## src/rtl/relay_pkg.sv

```systemverilog
// Shared types and constants for the relay link receiver.
package relay_pkg;

  typedef enum logic [1:0] {
    IDLE,
    START,
    DATA,
    STOP
  } rx_state_t;

  localparam int unsigned FRAME_BITS       = 8;
  localparam int unsigned DEFAULT_BIT_CLKS = 16;

  // 2-of-3 majority used for every bit decision.
  function automatic logic vote3(input logic a, input logic b, input logic c);
    return (a & b) | (a & c) | (b & c);
  endfunction

endpackage

```

## src/rtl/link_sync.sv

```systemverilog
// Synchronizer for the raw link pin plus a one-clock delayed copy for edge detection.
module link_sync #(
  parameter int unsigned SYNC_STAGES = 2
) (
  input  logic ck_1356meg,
  input  logic rst,
  input  logic link_pin,
  output logic s,
  output logic s_prev
);

  logic [SYNC_STAGES-1:0] sync_ff;

  // Chain and delayed copy reset high so a line already high at release never looks like a start.
  always_ff @(posedge ck_1356meg or posedge rst) begin
    if (rst) begin
      sync_ff <= '1;
      s_prev  <= 1'b1;
    end else begin
      sync_ff <= {sync_ff[SYNC_STAGES-2:0], link_pin};
      s_prev  <= sync_ff[SYNC_STAGES-1];
    end
  end

  assign s = sync_ff[SYNC_STAGES-1];

endmodule

```

## src/rtl/relay_link_rx.sv

```systemverilog
// Relay link receiver: start bit, 8 data bits MSB first, stop bit, 3-sample mid-bit vote.
module relay_link_rx #(
  parameter int unsigned BIT_CLKS    = relay_pkg::DEFAULT_BIT_CLKS,
  parameter int unsigned SYNC_STAGES = 2
) (
  input  logic       ck_1356meg,
  input  logic       rst,
  input  logic       link_pin,
  output logic       link_bit,
  output logic [7:0] rx_byte,
  output logic       rx_valid,
  output logic       frame_err,
  output logic [7:0] err_count,
  output logic       busy
);
  import relay_pkg::*;

  localparam int unsigned H  = BIT_CLKS / 2;
  localparam int unsigned CW = $clog2(BIT_CLKS);

  localparam logic [CW-1:0] CNT_SAMP_A = CW'(H - 1);
  localparam logic [CW-1:0] CNT_SAMP_B = CW'(H);
  localparam logic [CW-1:0] CNT_DEC    = CW'(H + 1);
  localparam logic [CW-1:0] CNT_LAST   = CW'(BIT_CLKS - 1);
  localparam logic [2:0]    IDX_LAST   = 3'(FRAME_BITS - 1);

  logic          s;
  logic          s_prev;
  rx_state_t     state;
  logic [CW-1:0] cnt;
  logic [2:0]    bit_idx;
  logic [7:0]    shreg;
  logic          samp_a;
  logic          samp_b;
  logic          rise;
  logic          at_dec;
  logic          at_last;
  logic          voted;

  link_sync #(
    .SYNC_STAGES(SYNC_STAGES)
  ) u_sync (
    .ck_1356meg(ck_1356meg),
    .rst       (rst),
    .link_pin  (link_pin),
    .s         (s),
    .s_prev    (s_prev)
  );

  // Edge detect, counter decodes and the vote on the two stored samples plus the live one.
  always_comb begin
    rise    = s & ~s_prev;
    at_dec  = (cnt == CNT_DEC);
    at_last = (cnt == CNT_LAST);
    voted   = vote3(samp_a, samp_b, s);
  end

  // Framing FSM with counters, sampler, shift register and registered outputs.
  always_ff @(posedge ck_1356meg or posedge rst) begin
    if (rst) begin
      state     <= IDLE;
      cnt       <= '0;
      bit_idx   <= '0;
      shreg     <= '0;
      samp_a    <= 1'b0;
      samp_b    <= 1'b0;
      link_bit  <= 1'b0;
      rx_byte   <= '0;
      rx_valid  <= 1'b0;
      frame_err <= 1'b0;
      err_count <= '0;
      busy      <= 1'b0;
    end else begin
      rx_valid  <= 1'b0;
      frame_err <= 1'b0;
      if (cnt == CNT_SAMP_A) samp_a <= s;
      if (cnt == CNT_SAMP_B) samp_b <= s;
      cnt <= at_last ? '0 : cnt + CW'(1);

      unique case (state)
        IDLE: begin
          // Hold the counter at zero so START begins a fresh bit.
          cnt <= '0;
          if (rise) begin
            state <= START;
            busy  <= 1'b1;
          end
        end

        START: begin
          if (at_dec) begin
            link_bit <= voted;
            if (!voted) begin
              // Start glitch: abandon quietly.
              state    <= IDLE;
              busy     <= 1'b0;
              link_bit <= 1'b0;
            end
          end else if (at_last) begin
            state   <= DATA;
            bit_idx <= '0;
          end
        end

        DATA: begin
          if (at_dec) begin
            shreg    <= {shreg[6:0], voted};
            link_bit <= voted;
          end
          if (at_last) begin
            if (bit_idx == IDX_LAST) begin
              state <= STOP;
            end else begin
              bit_idx <= bit_idx + 3'd1;
            end
          end
        end

        STOP: begin
          if (at_dec) begin
            // Leave at the decision; the rest of the stop bit is not waited out.
            state    <= IDLE;
            busy     <= 1'b0;
            link_bit <= 1'b0;
            if (!voted) begin
              rx_byte  <= shreg;
              rx_valid <= 1'b1;
            end else begin
              frame_err <= 1'b1;
              if (err_count != 8'hFF) err_count <= err_count + 8'd1;
            end
          end
        end

        default: begin
          state <= IDLE;
          busy  <= 1'b0;
        end
      endcase
    end
  end

endmodule

```

## config.mk

```make
export PLATFORM = sky130hd
export DESIGN_NAME = relay_link_rx
export DESIGN_NICKNAME = d
export VERILOG_FILES = /design/src/rtl/relay_pkg.sv /design/src/rtl/link_sync.sv /design/src/rtl/relay_link_rx.sv
export SDC_FILE = /design/constraint.sdc
export NUM_CORES = 1
export LEC_CHECK = 0
export CAP_MARGIN = 20
export CORE_MARGIN = 1.5
export CORE_UTILIZATION = 59
export DETAILED_ROUTE_END_ITERATION = 7
export PLACE_DENSITY = 0.94
export RECOVER_POWER = 50
export SYNTH_ARGS = -nofsm -noshare
export SYNTH_HDL_FRONTEND = slang
export SYNTH_SLANG_ARGS = --single-unit
export TNS_END_PERCENT = 20
```

## constraint.sdc

```tcl
create_clock -name ck_1356meg -period 4 [get_ports ck_1356meg]
set_clock_uncertainty 0.05 [all_clocks]
set_input_delay 0.6 -clock ck_1356meg [delete_from_list [all_inputs] [get_ports ck_1356meg]]
set_output_delay 0.6 -clock ck_1356meg [all_outputs]
set_load 0.02 [all_outputs]
```

---- Word level (Yosys, flattened, before mapping) ----
Cells that the tools add are included.
cells by class
  equal/unequal tests ..................... 21
  bitwise gates (word level) .............. 8
  reductions and logical operators ........ 11
  $add $sub $neg .......................... 3
  muxes and demuxes ....................... 29
operators with widths
  cell                   count
  $ne A2 B2 Y1 const B   10
  $mux W2                7
  $eq A4 B4 Y1 const B   3
  $mux W1                12
  $mux W3                4
  $reduce_and A5 Y1      2
  $add A8 B1 Y8 const B  1
  $mux W4                2
  $ne A8 B8 Y1 const B   1
  $pmux W2 S4            1
  $reduce_and A4 Y1      2
  $ne A3 B3 Y1 const B   2
  $pmux W1 S3            2
  $pmux W3 S2            1
  $reduce_and A6 Y1      1
  $reduce_bool A3 Y1     2
  $add A4 B1 Y4 const B  1
  $and A1 B1 Y1          4
  $eq A2 B2 Y1 const B   2
  $eq A4 B3 Y1 const B   1
  $add A3 B1 Y3 const B  1
  $eq A3 B3 Y1 const B   1
  $reduce_and A3 Y1      1
  $eq A2 B1 Y1 const B   1
  other kinds (5)        7
word-level totals
  register bits ........................... 42
  bits of input ports ..................... 3

---- Depth between registers and ports, before layout ----
Gate-level depths: netlist of run 1.
  depth in word-level cells ............... 6
  mapped depth ............................ 7

---- Modules after synthesis ----
Synthesis of run 1 repeated with hierarchy kept, for this count alone.
second synthesis, totals
  cell total of the unflattened synthesis .. 158
  area total of the unflattened synthesis .. 2058.2 µm²
by module, submodules not included
  module         times used  cells each  area an instance (µm²)  seq. area each (µm²)
  relay_link_rx  1           154         1975.6                  975.9
  link_sync      1           4           82.6                    78.8

---- Worst setup path before layout of run 1 ----
Ideal clock, no wire load.
  path kind ............................... reg-to-reg
  start point ............................. reg cnt[0]
  end point ............................... reg shreg[0]
  cell stages (with the launch flop) ...... 6
  clock period less this slack ............ 1.665 ns
  required time ........................... 3.825 ns
  buffers on the path ..................... 1
  arrival time ............................ 1.490 ns
  setup time .............................. 0.125 ns
  slack ................................... 2.335 ns
  path through ............................ dfrtp_1 > ha_1 > and3b_1 > buf_4 > nand2_1 > mux2_2
between the ends
  cells in the longest elaborated chain, start to end .. 2
ends and longest elaborated chain
  what                         line                  source
  start: declaration           relay_link_rx.sv:30   logic [CW-1:0] cnt;
  start signal: assignment     relay_link_rx.sv:78   cnt <= at_last ? '0 : cnt + CW'(1);
  $eq A4 B4 Y1                 relay_link_rx.sv:53   at_dec = (cnt == CNT_DEC);
  $reduce_and A2 Y1 (no line)  -
  end signal: assignment       relay_link_rx.sv:107  shreg <= {shreg[6:0], voted};
  end: declaration             relay_link_rx.sv:32   logic [7:0] shreg;
Every way passes these cells.
A chain may end at the register's enable or synchronous reset.

==> impl_metrics.toml, run 1 <==
[run_status]
run_status = "completed"

[detailed_routing]
drt_iter0_drc = 51
drtPass1Iterations = 4
ant_nets = 0
drc = 0
vias_per_cell = 5.70
wl_per_cell_um = 16.0
vias = 1282
drt-total-wl_um = 3600

[power_and_ir_drop]
p_comb_frac = 0.276
irDropWorstVdd_mv = 0.329
power_w = 0.00107
p_sw_frac = 0.329
power.clock.fraction = 0.249
p_leak_nw = 1.09
netSwitchingPower_w = 0.000353
internal_power_component_w = 0.000721
p_per_area_nw_per_um2 = 471
seq_power_share = 0.475

[die]
fp.dieH_um = 60.6
std_cell_rows = 20
die-area_um2 = 3680
chipWidth_um = 60.6
initial_core_utilization = 0.631
core_region_area_um2 = 3100
design.portCount = 23

[global_route]
track_usage = 0.227
grt_max_degree = 23
antenna_violations_before_repair = 0
first_global_vias = 1316
globalRoute.totalOverflow = 0
grt_first_pass_wirelength_um = 6010

[cts]
cts.reportedPaths.clkPinSlew_ps = 120
cts_made_buffers = 5
cts_buffer_depth = 2
clock_sinks = 42
cts-resized-gates = 0
maximum_level_of_the_cts_h_tree = 2
postCtsHoldBufs = 0
total_setup_buffers_inserted_after_cts = 0
root_buffer = "clkbuf_4"
tritoncts_clock_tree = "yes"
insertion_delay_ps = 350

[timing]
finalCritPeriodShare = 0.586
finalWorstSetupSlack_ps = 1660
hold_violations = 0
max_clock_freq_mhz = 426
worst_slew_pin_slew_ps = 1160
worst_slew_margin_rel = 0.229
final-max-slew-violation-count = 0
fin_crit_ps = 2340
setup_viol_count_final = 0
grt_setup_unrepaired = "no"
fin_tns_setup_ps = 0

[layout]
finalCoreUtilization = 0.735
nFillCells = 227
multi_input_comb_area_um2 = 842
fin_cells = 225
finalNetCount = 194
seqCellArea_um2 = 1050
area_delta_synth_final_pct = 16.4
layout-drive-gt1-share = 0.177
antennaDiodeCount = 0

[synth]
synthMuxAreaShare = 0.130
netlist_instances = 156
synth_adder_area_share = 0.0760
synthArstFlopShare = 1.00
synthesis.area_um2 = 1960
syn-num-nets = 170
ys_ff_latch = 42
yosysWarningCount = 0
synth_top_family_by_area = "multiplexers"
synth-compound-area-share = 0.0811
synthXorXnorAreaFrac = 0.0358
synth_enable_flop_cells = 0
synth_simple_gate_area_share = 0.107
syn_avg_cell_area_um2 = 12.6
synth-seq-area-share = 0.538
ys_types = 37
postSynth.topFlopCell = "dfrtp_1"

[worst_setup_path]
crit_required_ps = 4260
crit_slowest_cell = "clkbuf_1"
critical_path.max_stage_delay_ps = 920
worst-setup-path-type = "primary input to asynchronous set/reset pin"
worstPathCellList = "dlygate4sd3_1 -> inv_1 -> clkbuf_1"
cp_data_arrival_time_ps = 2600
path_max_fanout = 22
endpoint_type_of_the_worst_setup_path = "asynchronous set/reset pin"
cp-start-kind = "primary input"

[placement]
place_inst = 217
place_hpwl_um = 2650
port_buffers = 22
gpl.final_weighted_congestion = 0.752
dp_worst_setup_slack_ps = 2040

[min_path]
worstHoldPathType = "flop to flop"

[flow_run]
reported_max_cap_violation_count = 0
==> power groups by stage <==
stage	Combinational (W)	Sequential, W	Clock [W]
after floorplan	0.000230	0.000505	0
after global placement	0.000274	0.000510	0
after detailed placement	0.000294	0.000516	0
after CTS	0.000297	0.000508	0.000271
after global routing	0.000326	0.000516	0.000288
final	0.000296	0.000510	0.000267
==> routing by layer <==
metal  global-route usage  vias to the layer above  wire, µm
met5                    0                        -         0
li1                     -                      597         -
met2                0.366                       35      1810
met1                0.291                      638      1560
met4               0.0963                        0        88
met3               0.0597                       12       143
==> state kept, by name (all words and copies together) (netlist names), named ones only <==
signal          flops
cnt                 4
frame_err           1
u_sync.s_prev       1
rx_byte             8
rx_valid            1
busy                1
err_count           8
link_bit            1
samp_b              1
state               1
u_sync.sync_ff      2
shreg               8
bit_idx             3
samp_a              1
==> final cells by class <==
type / instances / share of cell area
flip-flops and latches: 42 / 0.462
multi-input cells: 101 / 0.369
repair buffers: 23 / 0.0982
well taps: 44 / 0.0241
clock buffers: 6 / 0.0181
clock inverters: 2 / 0.0165
inverters: 7 / 0.0115
==> cell families after synthesis <==
| group | count (synthesis) |
|---|---|
| and+or+nand+nor | 39 |
| xor gates and xnor gates | 8 |
| AOI/OAI and AO/OA | 19 |
| buffers and inverters | 13 |
| muxes | 23 |
| DFF | 42 |
| adders and majority gates | 12 |
==> worst max-delay path: cells and delay by family <==
kind	cells	cell delay, ps
buf+inv	3	1990
==> final timing paths <==
path | slack, ps | start | to | cells past startpoint
max | 1660 | rst | samp_b | 3
min | 320 | u_sync.sync_ff[0] | u_sync.sync_ff[1] | 0
max reg2reg | 2000 | cnt[1] | rx_byte[0] | 6
min reg2reg | 320 | u_sync.sync_ff[0] | u_sync.sync_ff[1] | 0
max in group ck_1356meg | 1890 | err_count[2] | err_count[2] | 1
min in group asynchronous | 750 | rst | shreg[5] | 2
==> cell usage in the layout (no fill, tap or decap), types with 3 or more instances in the layout <==
cell type        count
mux2_2              20
mux2i_1              3
nand3_1              5
a22o_1               6
dfrtp_1             39
o21ai_0              4
nor2_1               9
clkdlybuf4s50_1     20
ha_1                11
inv_1                7
nand2_1              7
nor3_1               5
clkbuf_4             5
xor2_1               6
==> through the flow <==
step                instance area [µm²]  hold WS (ps)
finish                             2280           320
global placement                   2210           301
CTS                                2280           314
floorplan                          1960           295
detailed placement                 2210           298
global route                       2280           329
==> synth_stat cells (2+ instances only) <==
cell type | number | area (µm²)
mux2i_1 | 3 | 30.0
o211ai_1 | 2 | 15.0
ha_1 | 11 | 138
o21ai_0 | 4 | 20.0
and3_1 | 2 | 12.5
inv_1 | 7 | 26.3
dfstp_2 | 3 | 78.8
xor2_1 | 6 | 52.6
nor2b_1 | 2 | 12.5
clkbuf_1 | 2 | 7.51
mux2_2 | 20 | 225
dfrtp_1 | 39 | 976
xnor2_1 | 2 | 17.5
a22o_1 | 6 | 52.6
nand3b_1 | 2 | 15.0
nand3_1 | 5 | 25.0
nand2_1 | 7 | 26.3
buf_2 | 2 | 10.0
nor2_1 | 9 | 33.8
nor3_1 | 5 | 25.0
Power figures use the tool's default switching activity.
==> run 2: changes to the inputs <==
Settings changed: CORE_UTILIZATION 59 to 55, PLACE_DENSITY 0.94 to 0.89.
Clock period 4 ns to 2.3 ns, I/O delays scaled along.
==> impl_metrics.toml, run 2 (same netlist as run 1, synthesis figures left out) <==
[min_path]
worstHoldPathType = "flop to flop"
worst_hold_startpoint = "u_sync.sync_ff[0]"

[cts]
total_setup_buffers_inserted_after_cts = 0
cts-resized-gates = 0
clock_sinks = 42
cts_made_buffers = 5
cts.reportedPaths.clkPinSlew_ps = 120
cts_buffer_depth = 2
insertion_delay_ps = 350
postCtsHoldBufs = 0
maximum_level_of_the_cts_h_tree = 2
root_buffer = "clkbuf_4"
tritoncts_clock_tree = "yes"

[detailed_routing]
ant_nets = 0
drt_iter0_drc = 53
highest_signal_layer = "met4"
wl_per_cell_um = 14.7
drt-total-wl_um = 3340
drtPass1Iterations = 4
wl_met3_um = 114
route.met2.wl_um = 1800
m1WireLength_um = 1380
vias = 1258
vias_per_cell = 5.54
drc = 0

[layout]
finalNetCount = 194
area_delta_synth_final_pct = 16.6
antennaDiodeCount = 0
final_common_cell = "dfrtp_1"
layout-drive-gt1-share = 0.182
reg.largest.list = "err_count x8, rx_byte x8, shreg x8"
layout.cells.most_common_list = "39 x dfrtp_1, 20 x mux2_2, 20 x clkdlybuf4s50_1"

[die]
core_region_area_um2 = 3390
design.portCount = 23
die-area_um2 = 3930
std_cell_rows = 21
fp.dieH_um = 62.7
chipWidth_um = 62.7
initial_core_utilization = 0.578

[worst_setup_path]
worst_path_dominant_cell_family = "buffers and inverters"
path_max_fanout = 6
startpoint = "err_count[2]"
cp_data_arrival_time_ps = 1480
cp-start-kind = "flop"
worst-setup-path-type = "flop to output port"
crit_slowest_cell = "clkdlybuf4s50_1"
crit_required_ps = 1900
endpoint_type_of_the_worst_setup_path = "output port"
worstPathCellList = "clkdlybuf4s50_1"
critical_path.reg2reg.startpoint = "cnt[1]"
critical_path.max_stage_delay_ps = 650
path_buf_inv = 1

[timing]
fin_tns_setup_ps = 0
hold_violations = 0
worst_slew_pin_slew_ps = 979
worst_slew_margin_rel = 0.347
grt_setup_unrepaired = "no"
finalCritPeriodShare = 0.814
fin_crit_ps = 1870
setup_viol_count_final = 0
final-max-slew-violation-count = 0
max_clock_freq_mhz = 534

[global_route]
grt_max_degree = 43
track_usage = 0.197
antenna_violations_before_repair = 0
globalRoute.totalOverflow = 0
first_global_vias = 1339
grt_first_pass_wirelength_um = 6090

[power_and_ir_drop]
power.clock.fraction = 0.250
p_leak_nw = 1.09
netSwitchingPower_w = 0.000582
p_comb_frac = 0.269
irDropWorstVdd_mv = 0.526
p_per_area_nw_per_um2 = 803
seq_power_share = 0.480
internal_power_component_w = 0.00125
p_sw_frac = 0.318
power_w = 0.00183

[placement]
port_buffers = 22
gpl.final_weighted_congestion = 0.803
place_hpwl_um = 2470

[run_status]
run_status = "completed"

[flow_run]
reported_max_cap_violation_count = 0
run 2: path summary, 6_finish.rpt:
path	end	cells past startpoint	slack (ps)
max	err_count[2]	1	430
min	u_sync.sync_ff[1]	0	330
max reg2reg	rx_byte[3]	6	430
min reg2reg	u_sync.sync_ff[1]	0	330
max in group asynchronous	shreg[0]	3	930
min in group asynchronous	err_count[0]	3	670
run 2: metrics by stage:
| step | hold WS, ps | util | area (µm²) | cells | worst slack [ps] |
|---|---|---|---|---|---|
| after floorplan | 295 | - | 1960 | 156 | 635 |
| after global placement | 298 | 0.652 | 2210 | 219 | 522 |
| after detailed placement | 309 | 0.652 | 2210 | 219 | 426 |
| after CTS | 327 | 0.675 | 2290 | 227 | 401 |
| after global routing | 334 | 0.674 | 2280 | 227 | 302 |
| final | 328 | 0.674 | 2280 | 227 | 428 |
run 2: final cells by class:
type                    count  area [µm²]
clock inverters             2        37.5
clock buffers               6        41.3
inverters                   7        26.3
fillers                   239        1100
multi-input cells         101         842
flip-flops and latches     42        1050
repair buffers             23         225
well taps                  46        57.6
run 2: worst register-to-register path, cell delays in order (launching register included):
cell and delay (ps):
dfrtp_1 420, inv_1 90, ha_1 180, and3b_1 280, nand2_1 120, nor2_4 250
mux2_2 380
run 2: per-layer routing:
metal | vias to the layer above | track usage
met1 | 635 | 0.237
met2 | 20 | 0.345
met3 | 7 | 0.0486
met5 | - | 0
met4 | 0 | 0.0694
li1 | 596 | -
run 2: power groups by stage:
stage / clock [W] / sequential (W) / combinational, W
2_1_floorplan: 0 / 0.000878 / 0.000400
3_3_place_gp: 0 / 0.000885 / 0.000464
3_5_place_dp: 0 / 0.000894 / 0.000498
4_1_cts: 0.000467 / 0.000880 / 0.000501
5_1_grt: 0.000501 / 0.000892 / 0.000554
6_report: 0.000459 / 0.000881 / 0.000494
